`config.mk`:
```
export PLATFORM = sky130hd
export DESIGN_NAME = clk_power_seq
export DESIGN_NICKNAME = d
export VERILOG_FILES = /design/src/rtl/clk_power_seq.sv
export SDC_FILE = /design/constraint.sdc
export NUM_CORES = 1
export LEC_CHECK = 0
export CAP_MARGIN = 0
export CORE_ASPECT_RATIO = 0.6
export CORE_UTILIZATION = 59
export CTS_BUF_LIST = sky130_fd_sc_hd__clkbuf_8
export DETAILED_ROUTE_END_ITERATION = 10
export DONT_BUFFER_PORTS = 1
export PLACE_DENSITY_LB_ADDON = 0.15
export SLEW_MARGIN = 25
export SYNTH_ARGS = -nofsm -noshare
export SYNTH_HDL_FRONTEND = slang
export SYNTH_SLANG_ARGS = --single-unit
```
`constraint.sdc`:
```
create_clock -name CLK -period 2.1 [get_ports CLK]
set_input_delay 0.525 -clock CLK [delete_from_list [all_inputs] [get_ports CLK]]
set_output_delay 0.525 -clock CLK [all_outputs]
set_load 0.02 [all_outputs]
```
`src/rtl/clk_power_seq.sv`:
```
// rtl/clk_power_seq.sv - clock/oscillator power sequencer for the CPU clock generator
// Owns CLK_ENA/OSC_ENA: cold start, HALT (clocks gated) and STOP (oscillator off) with wake.
module clk_power_seq #(
  parameter int unsigned CNT_W        = 16,
  parameter int unsigned STAB_CYCLES  = 8,
  parameter int unsigned DRAIN_CYCLES = 4
) (
  input  logic       CLK,
  input  logic       RESET,
  input  logic       HALT_REQ,
  input  logic       STOP_REQ,
  input  logic       WAKE,
  input  logic       OSC_STABLE,
  output logic       CLK_ENA,
  output logic       OSC_ENA,
  output logic       RESUMED,
  output logic [2:0] STATE
);

  typedef enum logic [2:0] {
    S_IDLE      = 3'd0,
    S_OSC_START = 3'd1,
    S_STAB      = 3'd2,
    S_RUN       = 3'd3,
    S_HALT      = 3'd4,
    S_DRAIN     = 3'd5,
    S_STOPPED   = 3'd6,
    S_ILLEGAL   = 3'd7
  } state_t;

  localparam logic [CNT_W-1:0] STAB_LOAD  = CNT_W'(STAB_CYCLES - 1);
  localparam logic [CNT_W-1:0] DRAIN_LOAD = CNT_W'(DRAIN_CYCLES - 1);
  localparam logic [CNT_W-1:0] CNT_ONE    = CNT_W'(1);

  state_t           state_q, state_d;
  logic [CNT_W-1:0] cnt_q, cnt_d;
  logic             resumed_q, resumed_d;

  always_ff @(posedge CLK or posedge RESET) begin
    if (RESET) begin
      state_q   <= S_IDLE;
      cnt_q     <= '0;
      resumed_q <= 1'b0;
    end else begin
      state_q   <= state_d;
      cnt_q     <= cnt_d;
      resumed_q <= resumed_d;
    end
  end

  always_comb begin
    state_d = state_q;
    cnt_d   = cnt_q;
    case (state_q)
      S_IDLE: state_d = S_OSC_START;
      S_OSC_START: begin
        if (OSC_STABLE) begin
          state_d = S_STAB;
          cnt_d   = STAB_LOAD;
        end
      end
      S_STAB: begin
        // Losing stability restarts the whole wait; the count is reloaded on re-entry.
        if (!OSC_STABLE)       state_d = S_OSC_START;
        else if (cnt_q == '0)  state_d = S_RUN;
        else                   cnt_d   = cnt_q - CNT_ONE;
      end
      S_RUN: begin
        if (STOP_REQ) begin
          state_d = S_DRAIN;
          cnt_d   = DRAIN_LOAD;
        end else if (HALT_REQ) begin
          state_d = S_HALT;
        end
      end
      S_HALT: begin
        if (WAKE) state_d = S_RUN;
      end
      S_DRAIN: begin
        if (cnt_q == '0) state_d = S_STOPPED;
        else             cnt_d   = cnt_q - CNT_ONE;
      end
      S_STOPPED: begin
        if (WAKE) state_d = S_OSC_START;
      end
      default: state_d = S_IDLE;
    endcase
  end

  assign resumed_d = (state_d == S_RUN) && (state_q != S_RUN);

  assign CLK_ENA = (state_q == S_RUN);
  assign OSC_ENA = (state_q == S_OSC_START) || (state_q == S_STAB) || (state_q == S_RUN) ||
                   (state_q == S_HALT) || (state_q == S_DRAIN);
  assign RESUMED = resumed_q;
  assign STATE   = state_q;

endmodule
```
---- Yosys cells after proc, flatten, opt, wreduce, memory -nomap -nowiden ----
Index checks and enable logic that the tools add are counted.
operators by class
  multiplexer cells ....................... 14
  $add $sub $neg .......................... 1
  eq/ne operators ......................... 11
  reductions and logical operators ........ 9
operators with widths
  cell                                                                      number
  16-bit two-way mux                                                        4
  16-bit one-hot mux with 4 select lines                                    1
  3-bit two-way mux                                                         8
  3-bit one-hot mux with 7 select lines                                     1
  16-bit logical NOT                                                        1
  16-bit by 1-bit subtractor with 16-bit output (second input constant)     1
  3-bit by 2-bit equality test with 1-bit output (second input constant)    3
  3-bit equality test (second input constant)                               3
  2-bit inequality test (second input constant)                             3
  1-bit logical OR                                                          4
  4-bit AND reduction                                                       1
  4-bit nonzero test                                                        1
  3-bit by 1-bit equality test with 1-bit output (second input constant)    1
  3-bit logical NOT                                                         1
  3-bit by 2-bit inequality test with 1-bit output (second input constant)  1
  1-bit logical AND                                                         1
storage, ports and cells
  logic and storage cells ................. 38
  bits in registers ....................... 20
  output and inout bits ................... 6

---- Logic depth before layout (Yosys ltp) ----
Gate-level depths: netlist (run 1).
  depth after elaboration ................. 6
  mapped depth ............................ 6

---- Worst setup path after synthesis (run 1) ----
No wires, ideal clock.
  path type ............................... register to register
  start point ............................. register cnt_q[7]
  end point ............................... register cnt_q[11]
  setup time .............................. 0.069 ns
  data arrival time ....................... 2.037 ns
  required time ........................... 2.031 ns
  clock period less this slack ............ 2.106 ns
  stages on the path, launching flop included .. 6
  setup slack ............................. -0.006 ns
  buffers on the path ..................... 1
  path through ............................ dfrtp_1 > or4_1 > buf_2 > or4_4 > or4b_1 > nand3_1
on the way
  word-level cells in the longest chain between the ends .. 4
RTL lines
  what                                                                                 line    text
  start, declared                                                                      36      logic [CNT_W-1:0] cnt_q, cnt_d;
  start signal, assigned                                                               46      cnt_q <= cnt_d;
  16-bit by 1-bit subtractor with 16-bit output or 16-bit logical NOT (tied branches)  -
  16-bit two-way mux *                                                                 65, 80
  16-bit two-way mux                                                                   64      if (!OSC_STABLE) state_d = S_OSC_START;
  16-bit one-hot mux with 4 select lines *                                             54      case (state_q)
Mark *: on every way between the ends. The rest lies on a longest branch, timed or not. The select of a mux whose other input is x is not followed.
A chain may end at the register's enable or synchronous reset.

---- Worst setup path after layout (run 1) ----
Ends and elaborated chain as after synthesis.

==> results.tsv, run 1 <==
metric	value	unit
drt first-iter violations	263	
clk buf depth	2	
failing checks	setup timing	
clk root buf	clkbuf_8	
GP Congestion	0.896	
RSZ-0062 raised after global routing	yes	
critical-path cell list	or4_4 > or4_4 > or4b_1 > nand3_1	
total CTS buffers	3	
most frequent cell on the critical path	or4_4	
non-filler cells, final	220	
Worst Path Arrival	2310	ps
H-Tree Depth	1	
Ports	12	
# nets final	198	
adder-cell share of the synthesized area	0.866	%
FMAX	475	MHz
dpl hpwl	2930	um
ys async rst share	100	%
layout cell share with drive strength beyond 1	31.6	%
compound-cell area share of the yosys netlist	24.1	%
FP Rows	13	
antenna viol nets, final	0	
Syn Std Cell Area	1450	sq um
Routed wire per std cell	19.9	um
cell taking the most area after synthesis	dfrtp_1	
post-route minimum period	2100	ps
syn_nets	171	
Ant. Diodes	0	
WS Path Type	register to register	
setup TNS	-3.17	ps
post-synth cell types	45	
DRC	0	
largest net degree at the start of global routing	21	
Slew headroom	48.2	%
Syn Inst Count	164	
Critical-path top delay cell	or4_4	
Die Height	40.3	um
main combinational cell family by area after synthesis	simple AND/OR/NAND/NOR gates	
clock latency on the worst-skew pair	270	ps
Remaining Overflow, GRT	0	
quantity of hold-fixing buffers added after cts	0	
max-cap viol count	0	
Hold Path Class	input pin to asynchronous set/reset pin	
Top delay family on crit path	simple AND/OR/NAND/NOR gates	
clock slew at reported path FFs	80	ps
final-report setup violation count	1	
Synth Area in XOR/XNOR	1.21	%
vias per cell	7.13	
count leader, synth	dfrtp_1	
slowest stage delay, CP	520	ps
critical path buffer and inverter count	0	
number of fill cells	129	
simple-gate portion of the synthesized area	24.9	%
die width	65.9	um
Yosys top cell area share	34.6	%
Most used DFF post-synth	dfrtp_1	
vias in the first global route	1310	
CTS tree	done	
P per Cell Area	1310	nW/um^2
Leak	0.753	nW
top cells by count, synth	dfrtp_1, o21ai_0, mux2i_1	
data required time at the worst endpoint	2310	ps
register area share after synthesis	34.6	%
status	complete, but fails checks	
Syn-to-layout area delta	25.3	%
type of destination of the critical path	register	
crit-path max FO	5	
first drt pass iteration count	6	
ranking of synthesized cells by area	dfrtp_1, mux2i_1, o21ai_0	
DIE AREA	2660	sq um
flop and latch count out of synthesis	20	
actual slew at the worst max-slew pin	776	ps
post-synthesis average cell area	8.81	sq um
final hold violation count	0	
mux share of post-synthesis cell area	9.18	%
Synthesis Warnings	0	
Total Routed Length	4370	um
global-route wire length before repair	6350	um
Slew Limit Fails	0	
Initial Util	64.4	%
worst setup margin	-3.17	ps
VDD IR max	886	uV
Port Buffers	0	
clk_skew	7.38	ps
fin crit share	100	%
EDFF count, synth	0	
Vias	1569	
core box area	2240	sq um
Total GRT Usage	34.0	%
CP Launch Type	register	
initial antenna violation count	0	
Cells after DPL	213	
clock sinks	20	
[metrics by stage]
step           worst slack (ps)  hold WS [ps]  total power [mW]  utilization (%)  cell area, sq um
2_1_floorplan              10.6           489              1.43                -              1450
3_3_place_gp               23.7           539              1.84             74.9              1680
3_5_place_dp              -60.6           547              1.91             74.9              1680
4_1_cts                   -32.5           308              2.25             78.3              1760
5_1_grt                   -25.2           352              2.50             80.7              1810
6_report                  -3.17           274              2.38             80.7              1810
[cells in the final DEF (no fill, tap or decap), drive strengths merged, types with 2 or more instances in the layout]
master	count
nor2	7
nand3b	2
nor3	4
o211ai	2
a2111oi	2
dfrtp	20
mux2i	11
buf	34
o21bai	10
nand2b	3
nand3	4
o21ai	16
nand2	9
a211oi	8
a21oi	4
or3	5
clkbuf	4
or4	6
a2bb2oi	2
inv	7
a31oi	3
or4b	2
mux2	2
nor4	4
or2	3
[registers in the layout, summed over array words and instances (netlist names)]
signal   cells
cnt_q       16
STATE        3
RESUMED      1
[worst register-to-register path, cell delays in order (launching register included)]
cell     delay, ps
dfrtp_2        440
or4_4          520
or4_4          450
or4b_1         520
nand3_1        110
[power by group]
part	leakage (nW)	total (mW)	switching, mW	internal, mW
Combinational	0.466	1.50	0.871	0.629
Clock	0.0288	0.306	0.139	0.168
Sequential	0.258	0.571	0.105	0.466
Total	0.753	2.38	1.11	1.26
[routing by layer]
| metal | track usage, % | up-vias | share of wire [%] |
|---|---|---|---|
| met2 | 54.3 | 124 | 45 |
| li1 | - | 671 | - |
| met1 | 46.3 | 748 | 42 |
| met5 | 0 | - | 0 |
| met3 | 8.52 | 26 | 9.8 |
| met4 | 9.78 | 0 | 2.7 |
[logic make-up (layout without fill, tap and decap cells)]
| logic type | after synthesis | count (layout) |
|---|---|---|
| fa+ha+maj | 1 | 1 |
| flops | 20 | 20 |
| simple gates | 57 | 57 |
| xor+xnor | 2 | 2 |
| mux | 13 | 13 |
| compound gates | 52 | 52 |
| buf+inv | 19 | 45 |
[cell type report]
type | instances | area, sq um | area share, %
timing repair buffer | 34 | 268 | 14.8
sequential | 20 | 502 | 27.7
multi-input combinational | 125 | 922 | 50.9
tap | 30 | 37.5 | 2.07
clock buffer | 4 | 55.1 | 3.04
inverter | 7 | 26.3 | 1.45
[repair_timing]
item                                    CTS  global route
endpoints found under the hold margin     0             0
gates cloned                              0             0
buffers inserted                          0             3
pin swaps                                 0             5
endpoints found under the setup margin    8            11
resized for setup                         6             9
[path summary, 6_finish.rpt]
path                          start        end  slack (ps)  cells after the start
setup reg to reg           cnt_q[7]  cnt_q[11]          -3                      4
hold / removal                RESET   STATE[0]         270                      1
hold reg to reg            cnt_q[7]   cnt_q[7]         580                      2
setup / recovery           cnt_q[7]  cnt_q[11]          -3                      4
max in group asynchronous     RESET   cnt_q[7]        1300                      1
min in group CLK           HALT_REQ   STATE[2]         430                      2
(Power assumes the default switching activity.)
==> run 2: changes to the inputs <==
--- a/config.mk
+++ b/config.mk
@@ -7,10 +7,11 @@
 export LEC_CHECK = 0
 export CAP_MARGIN = 0
 export CORE_ASPECT_RATIO = 0.6
-export CORE_UTILIZATION = 59
+export CORE_UTILIZATION = 48
 export CTS_BUF_LIST = sky130_fd_sc_hd__clkbuf_8
 export DETAILED_ROUTE_END_ITERATION = 10
 export DONT_BUFFER_PORTS = 1
+export GPL_TIMING_DRIVEN = 0
 export PLACE_DENSITY_LB_ADDON = 0.15
 export SLEW_MARGIN = 25
 export SYNTH_ARGS = -nofsm -noshare
==> constraint.sdc (replaced) <==
create_clock -name CLK -period 1.98 [get_ports CLK]
set_input_delay 0.495 -clock CLK [delete_from_list [all_inputs] [get_ports CLK]]
set_output_delay 0.495 -clock CLK [all_outputs]
set_load 0.02 [all_outputs]
==> run 2 against run 1 <==
Compared with the run above:
- the flow still finishes with violations (setup timing)
- setup slack worse by 130 ps
- sequential power up 18%
- cell area about the same
- clock skew down 3.2 ps
- first-iteration DRC count down 48%
- via count down 7.3%
- critical path depth up 1
- count of clock-buffer cells in the layout down 1
- wire length down 4.0%
- register-to-register slack worse by 130 ps
- global-route usage down 5.0 points
- largest power group unchanged
- highest routed layer unchanged
==> results.tsv, run 2 (synthesized netlist as in run 1, its figures left out) <==
metric	value	unit	change
status	complete, but fails checks		
failing checks	setup timing		
die width	72.8	um	+11%
clk buf depth	2		unchanged
Ports	12		unchanged
data required time at the worst endpoint	2180	ps	-130 ps
antenna viol nets, final	0		unchanged
VDD IR max	856	uV	-3.4%
Critical-path top delay cell	or4b_4		
# nets final	187		-5.6%
clock latency on the worst-skew pair	260	ps	about the same
WS Path Type	register to register		
Die Height	44.5	um	+10%
Port Buffers	0		unchanged
CTS tree	done		
Slew headroom	49.5	%	+1.3 points
RSZ-0062 raised after global routing	yes		
M2 GR Usage	45.8	%	-8.5 points
drt first-iter violations	138		-48%
Vias	1454		-7.3%
met1 Use GR	40.8	%	-5.5 points
DIE AREA	3240	sq um	+22%
layout cell share with drive strength beyond 1	37.1	%	+5.5 points
crit-path max FO	8		+3
type of destination of the critical path	register		
actual slew at the worst max-slew pin	756	ps	-19.3 ps
Setup crit start	cnt_q[3]		
quantity of hold-fixing buffers added after cts	0		unchanged
Most flops, register	cnt_q		
post-route minimum period	2110	ps	+11.2 ps
global-route wire length before repair	6820	um	+7.5%
Syn-to-layout area delta	25.2	%	about the same
Ant. Diodes	0		unchanged
max-cap viol count	0		unchanged
Routed wire per std cell	19.2	um	-3.2%
total CTS buffers	3		unchanged
dpl hpwl	2760	um	-5.6%
RR Startpoint	cnt_q[3]		
slowest stage delay, CP	550	ps	+30 ps
CP Launch Type	register		
commonest cells after routing, fill and taps aside	dfrtp_1, o21ai_0, buf_4		
vias in the first global route	1393		+6.3%
critical-path cell list	or3_4 > buf_8 > or4_4 > or4b_4 > nand3_2		
max FFs per register	16		unchanged
FP Rows	14		+1
most common cell after layout, fill and taps aside	dfrtp_1		
Worst Path Arrival	2320	ps	about the same
clk_skew	4.19	ps	-3.19 ps
placed inst area	1500	sq um	-11%
clock slew at reported path FFs	70	ps	about the same
worst setup margin	-134	ps	-131 ps
Slew Limit Fails	0		unchanged
M3 GR Usage	7.06	%	-1.5 points
DRC	0		unchanged
GRT Max-Usage Layer	met2		
Hold Path Class	input pin to asynchronous set/reset pin		
Total Routed Length	4200	um	-4.0%
clk root buf	clkbuf_8		
number of fill cells	211		+64%
Total GRT Usage	29.0	%	-5.0 points
fin area	1810	sq um	about the same
final hold violation count	0		unchanged
clock sinks	20		unchanged
core box area	2680	sq um	+19%
Initial Util	53.9	%	-10 points
first drt pass iteration count	4		-2
Remaining Overflow, GRT	0		unchanged
initial antenna violation count	0		unchanged
Leak	0.701	nW	-6.9%
H-Tree Depth	1		unchanged
Tot Pwr	2.49	mW	+4.8%
GP Congestion	0.902		+0.65%
largest net degree at the start of global routing	21		unchanged
P per Cell Area	1380	nW/um^2	+4.9%
R2R Setup Slk	-130	ps	-130 ps
final-report setup violation count	16		+15
fin crit share	107	%	+6.6 points
FMAX	473	MHz	-0.53%
vias per cell	6.67		-6.5%
==> run 2: cell count changes in the layout (fill, tap and decap cells not counted), moves of 2 or more <==
cell	previous run	this run
dfrtp_1	19	17
dfrtp_2	1	3
nand3_1	4	2
a211oi_1	7	2
a211oi_2	1	6
buf_4	33	12
clkbuf_2	0	6
a2111oi_1	2	0
nand3_2	0	2
==> run 2: critical path, delay by kind of cell, from the launching register on <==
| kind | cells | cell delay (ps) |
|---|---|---|
| buffers and inverters | 1 | 140 |
| and+or+nand+nor | 4 | 1510 |
| DFF | 1 | 400 |
==> run 2: where the power goes <==
group | internal, mW | leakage, nW | switching, mW
logic | 0.620 | 0.423 | 0.930
registers | 0.498 | 0.256 | 0.175
clock network | 0.136 | 0.0216 | 0.133
total | 1.25 | 0.701 | 1.24
==> run 2: metal layers <==
layer | share of wire [%] | wire (um) | vias up
met5 | 0 | 0 | -
met4 | 0.86 | 36 | 0
met3 | 8.7 | 367 | 6
met2 | 45 | 1890 | 65
met1 | 45 | 1900 | 727
li1 | - | - | 656
==> run 2: cell type report <==
class / count / area [sq um] / share of cell area, %
plain buffers: 11 / 75.1 / 4.15
repair buffers: 12 / 93.8 / 5.19
inverters: 7 / 26.3 / 1.45
well taps: 40 / 50.0 / 2.77
multi-input cells: 125 / 1020 / 56.3
clock buffers: 3 / 41.3 / 2.28
flip-flops and latches: 20 / 504 / 27.9
==> run 2: stage by stage <==
stage | setup slack (ps) | utilization [%] | instances | setup TNS (ps) | hold WS, ps
floorplan | -109 | - | 164 | -312 | 459
global placement | -285 | 56.1 | 204 | -3280 | 536
detailed placement | -352 | 56.1 | 204 | -4220 | 540
CTS | -166 | 65.2 | 216 | -1000 | 292
global route | -191 | 67.5 | 218 | -2210 | 336
finish | -134 | 67.5 | 218 | -998 | 249
==> run 2: timing repair <==
item,4_1_cts,5_1_grt
setup buffers,9,3
setup endpoints to repair,20,21
resized for setup,39,14
pin swaps,8,5
gates cloned,0,0
==> run 2: path summary, 6_finish.rpt <==
| path | endpoint | cells after the start |
|---|---|---|
| max reg2reg | cnt_q[11] | 5 |
| min | RESUMED | 1 |
| min in group CLK | STATE[2] | 2 |
| max | cnt_q[11] | 5 |
| max in group asynchronous | STATE[2] | 1 |
| min reg2reg | cnt_q[9] | 2 |
